--- src/rtl/pattern_pkg.sv ---
// Shared definitions for the test-pattern generator: mode encodings,
// 3-bit {b,g,r} colour codes and the code-to-channel expansion helper.
// No logic, no latency, no flow control.
package pattern_pkg;

    // Width of the pixel coordinate and scroll-offset buses.
    localparam int XY_W = 10;

    typedef enum logic [1:0] {
        MODE_BARS   = 2'd0,   // static colour bars
        MODE_SCROLL = 2'd1,   // bars scrolling left by one step per frame
        MODE_CHECK  = 2'd2,   // checkerboard whose phase flips every 16 frames
        MODE_CYCLE  = 2'd3    // whole screen steps through the 8 colours
    } mode_e;

    // Colour codes, bit 0 = red, bit 1 = green, bit 2 = blue.
    localparam logic [2:0] CODE_BLACK   = 3'd0;
    localparam logic [2:0] CODE_RED     = 3'd1;
    localparam logic [2:0] CODE_GREEN   = 3'd2;
    localparam logic [2:0] CODE_YELLOW  = 3'd3;
    localparam logic [2:0] CODE_BLUE    = 3'd4;
    localparam logic [2:0] CODE_MAGENTA = 3'd5;
    localparam logic [2:0] CODE_CYAN    = 3'd6;
    localparam logic [2:0] CODE_WHITE   = 3'd7;

    // Channel selectors for code_to_chan.
    localparam logic [1:0] CH_R = 2'd0;
    localparam logic [1:0] CH_G = 2'd1;
    localparam logic [1:0] CH_B = 2'd2;

    // Returns 1 when the selected channel of a colour code is lit; the
    // caller replicates it to the full channel width (all-ones or zero).
    function automatic logic code_to_chan(input logic [2:0] code, input logic [1:0] ch);
        logic on;
        case (ch)
            CH_R:    on = code[0];
            CH_G:    on = code[1];
            default: on = code[2];
        endcase
        return on;
    endfunction

endpackage

--- src/rtl/pattern_frame_ctrl.sv ---
// Per-frame state of the pattern generator: pending/active mode, scroll
// offset, checker phase, colour-cycle index and frame counter.
// Updates only on frame_start (mode_load captures any cycle); no backpressure.
//
// Ports: clock/resetn; frame_start, mode_load, mode_sel in;
//        mode, offset, phase, cyc out (all registered).
module pattern_frame_ctrl
    import pattern_pkg::*;
#(
    parameter int H_ACTIVE    = 640,
    parameter int SCROLL_STEP = 4,
    parameter int HOLD_FRAMES = 60
) (
    input  logic            clock,
    input  logic            resetn,
    input  logic            frame_start,
    input  logic            mode_load,
    input  logic [1:0]      mode_sel,
    output logic [1:0]      mode,
    output logic [XY_W-1:0] offset,
    output logic            phase,
    output logic [2:0]      cyc
);

    // The counter must hold HOLD_FRAMES-1 and also provide the low 4 bits
    // used for the every-16-frames checker flip.
    localparam int FCNT_W = (HOLD_FRAMES > 16) ? $clog2(HOLD_FRAMES) : 4;
    localparam logic [FCNT_W-1:0] HOLD_LAST = FCNT_W'(HOLD_FRAMES - 1);
    localparam logic [XY_W:0]     H_LIM     = (XY_W+1)'(H_ACTIVE);
    localparam logic [XY_W:0]     STEP      = (XY_W+1)'(SCROLL_STEP);

    mode_e             pend_q, act_q;
    mode_e             pend_d, act_d, next_mode;
    logic [XY_W-1:0]   off_q, off_d;
    logic [XY_W:0]     off_sum;
    logic              ph_q, ph_d;
    logic [2:0]        cyc_q, cyc_d;
    logic [FCNT_W-1:0] fcnt_q, fcnt_d, fcnt_inc;

    always_ff @(posedge clock or negedge resetn) begin
        if (!resetn) begin
            pend_q <= MODE_BARS;
            act_q  <= MODE_BARS;
            off_q  <= '0;
            ph_q   <= 1'b0;
            cyc_q  <= '0;
            fcnt_q <= '0;
        end else begin
            pend_q <= pend_d;
            act_q  <= act_d;
            off_q  <= off_d;
            ph_q   <= ph_d;
            cyc_q  <= cyc_d;
            fcnt_q <= fcnt_d;
        end
    end

    always_comb begin
        pend_d   = pend_q;
        act_d    = act_q;
        off_d    = off_q;
        ph_d     = ph_q;
        cyc_d    = cyc_q;
        fcnt_d   = fcnt_q;
        off_sum  = {1'b0, off_q} + STEP;
        fcnt_inc = fcnt_q + 1'b1;

        // A load coinciding with frame_start takes effect at that frame.
        next_mode = mode_load ? mode_e'(mode_sel) : pend_q;
        if (mode_load) begin
            pend_d = mode_e'(mode_sel);
        end

        if (frame_start) begin
            act_d = next_mode;
            if (next_mode != act_q) begin
                // Every animation restarts from a clean state on a mode switch.
                off_d  = '0;
                ph_d   = 1'b0;
                cyc_d  = '0;
                fcnt_d = '0;
            end else begin
                case (act_q)
                    MODE_SCROLL: begin
                        off_d = (off_sum >= H_LIM) ? XY_W'(off_sum - H_LIM) : off_sum[XY_W-1:0];
                    end
                    MODE_CHECK: begin
                        fcnt_d = fcnt_inc;
                        if (fcnt_inc[3:0] == 4'd0) begin
                            ph_d = ~ph_q;
                        end
                    end
                    MODE_CYCLE: begin
                        if (fcnt_q == HOLD_LAST) begin
                            fcnt_d = '0;
                            cyc_d  = cyc_q + 3'd1;
                        end else begin
                            fcnt_d = fcnt_inc;
                        end
                    end
                    default: begin
                    end
                endcase
            end
        end
    end

    assign mode   = act_q;
    assign offset = off_q;
    assign phase  = ph_q;
    assign cyc    = cyc_q;

endmodule

--- src/rtl/pattern_gen.sv ---
// Video test-pattern generator: bars, scrolling bars, checkerboard, colour cycle.
// Latency 2 cycles from x/y/pix_valid to r/g/b/out_valid.
// No backpressure: one pixel accepted per cycle whenever pix_valid is high.
//
// Ports: clock, resetn (async active-low); x, y, pix_valid, frame_start,
//        mode_sel, mode_load in; r, g, b (COLOR_W each), out_valid out.
module pattern_gen
    import pattern_pkg::*;
#(
    parameter int H_ACTIVE    = 640,
    parameter int NUM_BARS    = 8,
    parameter int COLOR_W     = 10,
    parameter int SCROLL_STEP = 4,
    parameter int CHECK_LOG2  = 5,
    parameter int HOLD_FRAMES = 60
) (
    input  logic               clock,
    input  logic               resetn,
    input  logic [9:0]         x,
    input  logic [9:0]         y,
    input  logic               pix_valid,
    input  logic               frame_start,
    input  logic [1:0]         mode_sel,
    input  logic               mode_load,
    output logic [COLOR_W-1:0] r,
    output logic [COLOR_W-1:0] g,
    output logic [COLOR_W-1:0] b,
    output logic               out_valid
);

    localparam int            BW       = H_ACTIVE / NUM_BARS;
    localparam int            CODE_MUL = 8 / NUM_BARS;
    localparam logic [XY_W:0] H_LIM    = (XY_W+1)'(H_ACTIVE);

    logic [1:0]      mode_w;
    mode_e           act_mode;
    logic [XY_W-1:0] offset;
    logic            phase;
    logic [2:0]      cyc;

    pattern_frame_ctrl #(
        .H_ACTIVE    (H_ACTIVE),
        .SCROLL_STEP (SCROLL_STEP),
        .HOLD_FRAMES (HOLD_FRAMES)
    ) u_frame_ctrl (
        .clock       (clock),
        .resetn      (resetn),
        .frame_start (frame_start),
        .mode_load   (mode_load),
        .mode_sel    (mode_sel),
        .mode        (mode_w),
        .offset      (offset),
        .phase       (phase),
        .cyc         (cyc)
    );

    assign act_mode = mode_e'(mode_w);

    // Only one row bit feeds the checkerboard; the rest is intentionally idle.
    logic unused_y;
    assign unused_y = ^y;

    // ---------------- stage 1: colour code ----------------
    logic [XY_W:0]   x_sum;
    logic [XY_W-1:0] xe;
    logic [2:0]      bar_idx;
    logic [2:0]      bar_code;
    logic [2:0]      code_d;
    logic            s1_vld;
    logic [2:0]      s1_code;

    always_comb begin
        x_sum = {1'b0, x} + {1'b0, offset};

        // Both operands are below H_ACTIVE, so one conditional subtract
        // replaces a modulo.
        xe = x;
        if (act_mode == MODE_SCROLL) begin
            xe = (x_sum >= H_LIM) ? XY_W'(x_sum - H_LIM) : x_sum[XY_W-1:0];
        end

        // Bar index by threshold comparison against constant multiples of
        // the bar width: the last boundary passed gives the index.
        bar_idx = '0;
        for (int k = 1; k < NUM_BARS; k++) begin
            if ({1'b0, xe} >= (XY_W+1)'(k * BW)) begin
                bar_idx = 3'(k);
            end
        end
        // Spread the bars over all 8 codes; truncation gives the mod 8.
        bar_code = 3'(32'(bar_idx) * CODE_MUL);

        case (act_mode)
            MODE_BARS, MODE_SCROLL: code_d = bar_code;
            MODE_CHECK:  code_d = (x[CHECK_LOG2] ^ y[CHECK_LOG2] ^ phase) ? CODE_WHITE : CODE_BLACK;
            default:     code_d = cyc;
        endcase

        // Columns beyond the active width are always black.
        if ({1'b0, x} >= H_LIM) begin
            code_d = CODE_BLACK;
        end
    end

    always_ff @(posedge clock or negedge resetn) begin
        if (!resetn) begin
            s1_vld  <= 1'b0;
            s1_code <= CODE_BLACK;
        end else begin
            s1_vld  <= pix_valid;
            s1_code <= pix_valid ? code_d : CODE_BLACK;
        end
    end

    // ---------------- stage 2: channel expansion ----------------
    always_ff @(posedge clock or negedge resetn) begin
        if (!resetn) begin
            r         <= '0;
            g         <= '0;
            b         <= '0;
            out_valid <= 1'b0;
        end else begin
            out_valid <= s1_vld;
            r <= s1_vld ? {COLOR_W{code_to_chan(s1_code, CH_R)}} : '0;
            g <= s1_vld ? {COLOR_W{code_to_chan(s1_code, CH_G)}} : '0;
            b <= s1_vld ? {COLOR_W{code_to_chan(s1_code, CH_B)}} : '0;
        end
    end

endmodule

--- config.mk ---
export PLATFORM = sky130hd
export DESIGN_NAME = pattern_gen
export DESIGN_NICKNAME = d
export VERILOG_FILES = /design/src/rtl/pattern_pkg.sv /design/src/rtl/pattern_frame_ctrl.sv /design/src/rtl/pattern_gen.sv
export SDC_FILE = /design/constraint.sdc
export NUM_CORES = 1
export LEC_CHECK = 0
export BUFFER_PORTS_ARGS = -buffer_cell sky130_fd_sc_hd__buf_4
export CORE_ASPECT_RATIO = 0.75
export CORE_MARGIN = 2
export CORE_UTILIZATION = 45
export DETAILED_ROUTE_END_ITERATION = 16
export PLACE_DENSITY = 0.77
export SYNTH_ARGS = -nofsm -noshare
export SYNTH_HDL_FRONTEND = slang
export SYNTH_HIERARCHICAL = 1
export SYNTH_SLANG_ARGS = --single-unit
--- constraint.sdc ---
create_clock -name clock -period 4.5 [get_ports clock]
set_input_delay 0.9 -clock clock [delete_from_list [all_inputs] [get_ports clock]]
set_output_delay 0.9 -clock clock [all_outputs]
set_load 0.02 [all_outputs]
==> impl_metrics.tcl <==
set metrics [dict create \
    drc 0 \
    hp-class "flip-flop to flip-flop" \
    core_um2 6260 \
    wl_um 6120 \
    synth_top_family_by_area "compound AO/OA/AOI/OAI gates" \
    status "complete, no violations" \
    path_clk_slew_ps 50 \
    hold_buffers 0 \
    setup_violations 0 \
    drtPass1Iterations 4 \
    finalInstanceArea_um2 3180 \
    synth.cell_area_um2 2900 \
    post_cts_resize_count 0 \
    required_ps 4650 \
    critical_path.max_fanout 7 \
    post-place-ws_ps 177 \
    critPathLaunchType "input pin" \
    io_pins 58 \
    filler_cell_count 597 \
    cts_setup_buffers 0 \
    cts_inserted_buffers 5 \
    relSlewSlack_pct 55.4 \
    num_rows 25 \
    p_leak_nw 1.38 \
    finalPower_uw 808 \
    dieArea_um2 7110 \
    cts_tree "yes" \
    grt_use_total_pct 18.1 \
    tightest_slew_ps 669 \
    port_buffers 48 \
    dp_hpwl_um 4740 \
    synth.avg_cell_area_um2 9.15 \
    ys_ff_latch 30 \
    ir_worst_vdd_mv 0.158 \
    finalMaxSlewViolations 0 \
    initial_utilization_pct 46.4 \
    grt_setup_unrepaired "no" \
    stdcell_count 419 \
    finalWorstSetupSlack_ps 449 \
    async_flop_share_pct 100 \
    cts-root-buf "clkbuf_8" \
    fp.dieH_um 73.5 \
    dp.cells 411 \
    cp_data_arrival_time_ps 4200 \
    syn2layout_area_growth_pct 9.71 \
    htreeDepth 2 \
    end_kind "flip-flop" \
    insertion_delay_ps 290 \
    clockBufferDepth 2 \
    fmaxAchievable_mhz 247 \
    antenna_left 0 \
    placed_area_um2 3090 \
    critPathKind "input pin to flip-flop" \
    ff_latch_area_um2 751 \
    fin_worst_skew_ps 9.03 \
    vias_per_cell 5.74 \
    powerDensity_nw_per_um2 254 \
    die_width_um 96.7 \
    syn_inst 317 \
    final_cell_mix "buf_4, dfrtp_1, nand2_1, o21ai_0, nor2_1" \
    fin_crit_ps 4050 \
    nets 380 \
    antenna_cells 0 \
    grt_overflow_total 0 \
    tns_ps 0 \
    grt_max_degree 31 \
    yosysWarningCount 6 \
    ys_types 80 \
    cts.sinks 30 \
    final_hold_viol_count 0 \
    multiInputGateArea_um2 1820 \
    antenna_found_initial 0 \
    yosys.area_share.simple_pct 19.9 \
    synth-main-ff-cell "dfrtp_1" \
    grt_pass1_vias 2332 \
    synth_fa_ha_area_share_pct 7.55 \
    drt_iter0_drc 142 \
    drive_gt1_share_pct 27.5 \
    final_common_cell "buf_4" \
    synth_compound_area_share_pct 26.1 \
    grt_pass1_wl_um 10500 \
    fin_crit_sh_pct 90.0 \
    place_congestion 0.864 \
    synthXorXnorAreaFrac_pct 6.34 \
    synth_edf_count 0 \
    wire_per_inst_um 14.6 \
    drv_cap 0 \
    yosysSeqAreaShare_pct 25.9 \
    vias 2405 \
    synthMuxAreaShare_pct 2.59 \
]
## flip-flops by register name, summed over array words and instances (netlist names), 2 cells and up
register             cells
s1_code                  3
u_frame_ctrl/cyc         3
u_frame_ctrl/fcnt_q      6
u_frame_ctrl/mode        2
u_frame_ctrl/offset      8
u_frame_ctrl/pend_q      2
## cell type report
class,instances,share of cell area (%)
well taps,81,3.19
clock buffers,7,2.71
multi-input cells,238,57.3
repair buffers,49,11.6
clock inverters,1,0.157
flip-flops and latches,30,23.6
inverters,13,1.53
## where the power goes
part / internal, mW / switching, mW
Clock: 0.123 / 0.102
Sequential: 0.290 / 0.0297
Combinational: 0.114 / 0.151
## stage by stage
stage | util [%] | hold slack [ps]
floorplan | - | 372
global placement | 49.4 | 392
detailed placement | 49.4 | 409
CTS | 50.9 | 421
global route | 50.9 | 441
finish | 50.9 | 413
## critical path, stage by stage
cell and delay (ps):
buf_4 120, ha_1 410, and2_4 240, a221o_1 410, nor4_4 370, nor3_4 110
ha_1 280, nand2_1 80, a31oi_1 60, a41o_1 270, or4b_1 530, o31ai_1 230
a31o_1 150, a211oi_2 40
## metal layers
| layer | global-route usage [%] | wire length [um] | vias up |
|---|---|---|---|
| met5 | 0 | 0 | - |
| met4 | 6.73 | 82 | 0 |
| met3 | 3.71 | 446 | 8 |
| met2 | 31.3 | 2830 | 80 |
| met1 | 22.9 | 2770 | 1142 |
| li1 | - | - | 1175 |
## Yosys cell counts (2+ instances only)
master,n,area [um^2]
a21oi_1,15,75.1
nand2_1,26,97.6
xnor2_1,11,96.3
o31ai_1,5,37.5
nand3_1,9,45.0
nor3_1,6,30.0
ha_1,15,188
a31oi_1,3,18.8
mux2_2,2,22.5
and2_1,3,18.8
a32oi_1,2,17.5
a211oi_2,2,25.0
nand4_1,7,43.8
a211oi_1,4,30.0
a21o_2,3,26.3
buf_4,31,233
inv_1,13,48.8
buf_2,2,10.0
a21o_1,2,15.0
o21ai_1,2,10.0
dfrtp_1,30,751
nor3_2,3,30.0
nor2_1,20,75.1
buf_6,2,22.5
o41ai_2,2,32.5
and2_4,2,17.5
mux2i_2,2,27.5
o21ai_0,24,120
nor2b_1,7,43.8
nor3b_1,5,37.5
nor4_1,2,12.5
or2_2,2,12.5
xor2_1,5,43.8
o221a_1,2,22.5
## cells by family (layout without fill, tap and decap cells)
group | after synthesis | in the layout
compound gates | 92 | 92
xor+xnor | 18 | 18
fa+ha+maj | 17 | 17
mux | 6 | 6
other cells | 1 | 2
flops | 30 | 30
buf+inv | 50 | 70
simple gates | 103 | 103
## worst paths after layout
path / startpoint / to / slack (ps) / cells past startpoint
worst max register to register: u_frame_ctrl/offset[4] / s1_code[0] / 660 / 13
max in group asynchronous: resetn / s1_code[1] / 3680 / 1
min in group asynchronous: resetn / b[8] / 540 / 1
worst max-delay path: x[4] / s1_code[0] / 450 / 14
worst min register to register: s1_vld / out_valid / 410 / 0
worst min-delay path: s1_vld / out_valid / 410 / 0
Note: power is estimated with default switching activity, not from simulation.
